--- src/rtl/timekeeper_ctrl.sv ---
// 24-hour timekeeping controller: counts seconds/minutes/hours on the tick in RUN
// and lets the user step hours or minutes through a three-state set-mode FSM.
module timekeeper_ctrl #(
  parameter int HOURS_MOD = 24,
  parameter int INIT_HOUR = 0,
  parameter int INIT_MIN  = 0
) (
  input  logic       CLK,
  input  logic       RST,
  input  logic       Tick,
  input  logic       ModeBtn,
  input  logic       IncBtn,
  output logic [4:0] Hours,
  output logic [5:0] Minutes,
  output logic [5:0] Seconds,
  output logic [1:0] Mode,
  output logic       Blink,
  output logic       Midnight
);

  typedef enum logic [1:0] {
    RUN      = 2'b00,
    SET_HOUR = 2'b01,
    SET_MIN  = 2'b10
  } mode_e;

  localparam logic [4:0] HOUR_LAST = 5'(HOURS_MOD - 1);
  localparam logic [5:0] MS_LAST   = 6'd59;

  mode_e      mode_q, mode_d;
  logic [4:0] hour_q, hour_d;
  logic [5:0] min_q, min_d;
  logic [5:0] sec_q, sec_d;
  logic       blink_q, blink_d;
  logic       mid_q, mid_d;

  logic sec_wrap, min_wrap, hour_wrap;

  assign sec_wrap  = (sec_q == MS_LAST);
  assign min_wrap  = (min_q == MS_LAST);
  assign hour_wrap = (hour_q == HOUR_LAST);

  always_comb begin
    mode_d  = mode_q;
    hour_d  = hour_q;
    min_d   = min_q;
    sec_d   = sec_q;
    blink_d = blink_q;
    mid_d   = 1'b0;

    // The RUN tick is counted even when ModeBtn moves us out of RUN this cycle.
    if (mode_q == RUN && Tick) begin
      sec_d = sec_wrap ? 6'd0 : sec_q + 6'd1;
      if (sec_wrap) begin
        min_d = min_wrap ? 6'd0 : min_q + 6'd1;
        if (min_wrap) begin
          hour_d = hour_wrap ? 5'd0 : hour_q + 5'd1;
        end
      end
      mid_d = sec_wrap && min_wrap && hour_wrap;
    end

    if (ModeBtn) begin
      blink_d = 1'b0;
      case (mode_q)
        RUN:      mode_d = SET_HOUR;
        SET_HOUR: mode_d = SET_MIN;
        SET_MIN: begin
          mode_d = RUN;
          sec_d  = 6'd0;
        end
        default:  mode_d = RUN;
      endcase
    end else begin
      case (mode_q)
        SET_HOUR: begin
          if (Tick)   blink_d = ~blink_q;
          if (IncBtn) hour_d = hour_wrap ? 5'd0 : hour_q + 5'd1;
        end
        SET_MIN: begin
          if (Tick)   blink_d = ~blink_q;
          if (IncBtn) min_d = min_wrap ? 6'd0 : min_q + 6'd1;
        end
        default: blink_d = 1'b0;
      endcase
    end
  end

  always_ff @(posedge CLK) begin
    if (!RST) begin
      mode_q  <= RUN;
      hour_q  <= 5'(INIT_HOUR);
      min_q   <= 6'(INIT_MIN);
      sec_q   <= 6'd0;
      blink_q <= 1'b0;
      mid_q   <= 1'b0;
    end else begin
      mode_q  <= mode_d;
      hour_q  <= hour_d;
      min_q   <= min_d;
      sec_q   <= sec_d;
      blink_q <= blink_d;
      mid_q   <= mid_d;
    end
  end

  assign Hours    = hour_q;
  assign Minutes  = min_q;
  assign Seconds  = sec_q;
  assign Mode     = mode_q;
  assign Blink    = blink_q;
  assign Midnight = mid_q;

endmodule
--- config.mk ---
export PLATFORM = sky130hd
export DESIGN_NAME = timekeeper_ctrl
export DESIGN_NICKNAME = d
export VERILOG_FILES = /design/src/rtl/timekeeper_ctrl.sv
export SDC_FILE = /design/constraint.sdc
export NUM_CORES = 1
export LEC_CHECK = 0
export ABC_CLOCK_PERIOD_IN_PS = 1600
export CAP_MARGIN = 20
export CORE_MARGIN = 2
export CORE_UTILIZATION = 44
export CTS_CLUSTER_DIAMETER = 100
export CTS_CLUSTER_SIZE = 40
export DETAILED_ROUTE_END_ITERATION = 7
export PLACE_DENSITY = 0.75
export REMOVE_ABC_BUFFERS = 1
export SLEW_MARGIN = 40
export SYNTH_ARGS = -nofsm -noshare
export SYNTH_HDL_FRONTEND = slang
export SYNTH_SLANG_ARGS = --single-unit
--- constraint.sdc ---
create_clock -name CLK -period 1.6 [get_ports CLK]
set_input_delay 0.32 -clock CLK [delete_from_list [all_inputs] [get_ports CLK]]
set_output_delay 0.32 -clock CLK [all_outputs]
set_load 0.005 [all_outputs]
==> results_dict.tcl <==
set metrics [dict create \
    drt-total-wl_um 2680 \
    cts_buffers 3 \
    worst_pin_slew_ns 0.277 \
    ys_warn_count 0 \
    syn_inst 124 \
    placed_area_mm2 0.00152 \
    diodes 0 \
    combPwrFrac_pct 15.8 \
    p_per_area_mw_per_mm2 596 \
    final_util_pct 67.2 \
    post_drt_wl_per_cell_um 13.3 \
    cts-root-buf "clkbuf_4" \
    fp.coreArea_mm2 0.00243 \
    clockPowerShare_pct 28.4 \
    synth_top_area_share_pct 38.1 \
    first_pass_iters 4 \
    fp.dieH_um 54.1 \
    grt_setup_unrepaired "true" \
    syn_area_mm2 0.00110 \
    setup_tns_ns 0 \
    crit_buf_inv 2 \
    clockBufferDepth 2 \
    internal_power_uw 716 \
    yosysMostFrequentCell "dfxtp_1" \
    crit_chain "inv_2 -> ha_4 -> and3_4 -> and4b_2 -> buf_6 -> o31a_1 -> o22ai_1" \
    ys_ff_latch 21 \
    startpoint_type "flip-flop" \
    area_growth_pct 48.2 \
    vias_per_cell 5.32 \
    slowest_stage "dfxtp_2" \
    synth_edf_count 0 \
    post-dp-hpwl_um 2020 \
    start_util_pct 45.3 \
    async_flop_share_pct 0 \
    grt_max_degree 14 \
    grt.overflow.total 0 \
    drcViolationCount 0 \
    vias 1069 \
    synth_cell_types 37 \
    ir_worst_vdd_v 0.000447 \
    max-slew-margin-rel_pct 81.5 \
    setup_ws_ns 0.0304 \
    crit_family "simple AND/OR/NAND/NOR gates" \
    hold_violations 0 \
    grt_pass1_vias 977 \
    p_sw_share_pct 26.5 \
    final-setup-viol-count 0 \
    hp-start "Hours[4]$_SDFF_PN0_" \
    max_freq_mhz 637 \
    arrival_ns 1.82 \
    drt_iter0_markers 14 \
    synth_common_cells "dfxtp_1, nand2_1, nand3_1, a21oi_1, nor2_1" \
    drive_gt1_share_pct 34.5 \
    synth_area_per_cell_um2 8.89 \
    clkTransAtPathRegs_ns 0.13 \
    ys_seq_area_share_pct 38.1 \
    port_buffers 25 \
    ant_nets 0 \
    synth.area.top_cells "dfxtp_1, ha_1, nand2_1" \
    crit_type "flip-flop to flip-flop" \
    ios 26 \
    drv_cap 0 \
    crit_fanout 4 \
    antenna_found_initial 0 \
    cts_tree "done" \
    synth_flop_cell "dfxtp_1" \
    fin_nets 184 \
    finalMaxSlewViolations 0 \
    synth.largest_area_cell "dfxtp_1" \
    worstPathRequired_ns 1.85 \
    cts_num_sinks 21 \
    fin_area_mm2 0.00163 \
    track_usage_pct 19.8 \
    power_frac_seq_pct 55.8 \
    finalCriticalPeriod_ns 1.57 \
    run_status "finished, final reports clean" \
    critPathMaxStageDelay_ns 0.37 \
    htreeDepth 1 \
    globalplace.congestion 0.752 \
    cellLeakagePower_uw 0.000715 \
    clock_latency_ns 0.31 \
    crit_path_end_kind "flip-flop" \
    fillers 201 \
    finalCritPeriodShare_pct 98.1 \
    worstSetupStartpoint "Mode[1]$_SDFFE_PN0P_" \
    switchingPower_uw 259 \
    whs_ns 0.497 \
    fin_skew_ns 0.00312 \
    pre_cts_slack_ns -0.262 \
    num_rows 18 \
    die_x_um 54.1 \
    rr_startpoint "Mode[1]$_SDFFE_PN0P_" \
    dieArea_mm2 0.00292 \
    grt_pass1_wl_um 4220 \
    min_path_type "flip-flop to flip-flop" \
]
[cells by family after synthesis]
kind of cell	after synthesis	synth area share, %
compound gates	22	13.1
fa+ha+maj	7	7.95
flops	21	38.1
simple gates	52	26.1
mux	4	3.75
xor+xnor	6	4.77
buf+inv	12	6.24
[worst reg2reg max path, delay by kind of cell, from the launching register on]
kind / cells / cell delay [ns]
buf+inv: 2 / 0.19
fa+ha+maj: 1 / 0.15
flops: 1 / 0.37
compound gates: 2 / 0.39
simple gates: 2 / 0.42
[sequential cells by signal, summed over array words and instances, names as in the netlist]
signal,flops
Mode,2
Minutes,6
Blink,1
Hours,5
Seconds,6
Midnight,1
[power groups by stage]
stage                     Clock [uW]  Combinational, uW  Sequential (uW)
after global placement             0                146              554
after global routing             306                170              546
after detailed placement           0                151              555
final                            277                154              544
after CTS                        281                151              545
after floorplan                    0               48.7              560
[timing repair]
action	CTS	global route
endpoints found under the setup margin	19	20
buffers inserted	0	1
hold buffers	0	0
pin swaps	2	4
resized for setup	17	21
[metrics by stage]
stage,std cells,power [uW]
detailed placement,196,705
CTS,200,977
finish,201,975
floorplan,118,609
global placement,196,700
global route,201,1020
[layer usage]
layer / global-route usage (%) / up-vias / wire length [um]
met4: 6.25 / 0 / 27
met3: 3.33 / 4 / 108
met2: 33.9 / 21 / 1320
li1: - / 538 / -
met1: 25.2 / 506 / 1230
met5: 0 / - / 0
[cell usage in the layout (no fill, tap or decap), types with 3 or more instances in the layout]
| cell type | netlist | layout |
|---|---|---|
| ha_1 | 7 | 5 |
| dfxtp_2 | 0 | 17 |
| o21ai_0 | 4 | 4 |
| clkbuf_4 | 1 | 3 |
| nand3_1 | 9 | 8 |
| o211ai_1 | 3 | 3 |
| buf_4 | 1 | 23 |
| a21oi_1 | 8 | 8 |
| clkdlybuf4s50_1 | 0 | 17 |
| nand3b_1 | 5 | 5 |
| xnor2_1 | 4 | 4 |
| mux2i_1 | 3 | 3 |
| nor2_1 | 8 | 8 |
| inv_1 | 6 | 4 |
| dlymetal6s2s_1 | 0 | 6 |
| nand2_1 | 13 | 13 |
| dfxtp_1 | 21 | 3 |
[cell type report]
cell class | instances | area, um^2 | area share (%)
Tap cell | 30 | 37.5 | 2.30
Clock buffer | 3 | 22.5 | 1.38
Multi-Input combinational cell | 91 | 652 | 39.9
Clock inverter | 1 | 7.51 | 0.459
Sequential cell | 21 | 445 | 27.3
Timing Repair Buffer | 49 | 447 | 27.3
Inverter | 6 | 22.5 | 1.38
[path summary, 6_finish.rpt]
check	endpoint	slack, ns	depth (start not counted)
setup / recovery	Hours[3]$_SDFF_PN0_	0.03	7
hold / removal	Hours[4]$_SDFF_PN0_	0.50	2
setup reg to reg	Hours[3]$_SDFF_PN0_	0.03	7
hold reg to reg	Hours[4]$_SDFF_PN0_	0.50	2
Power figures use the tool's default switching activity.
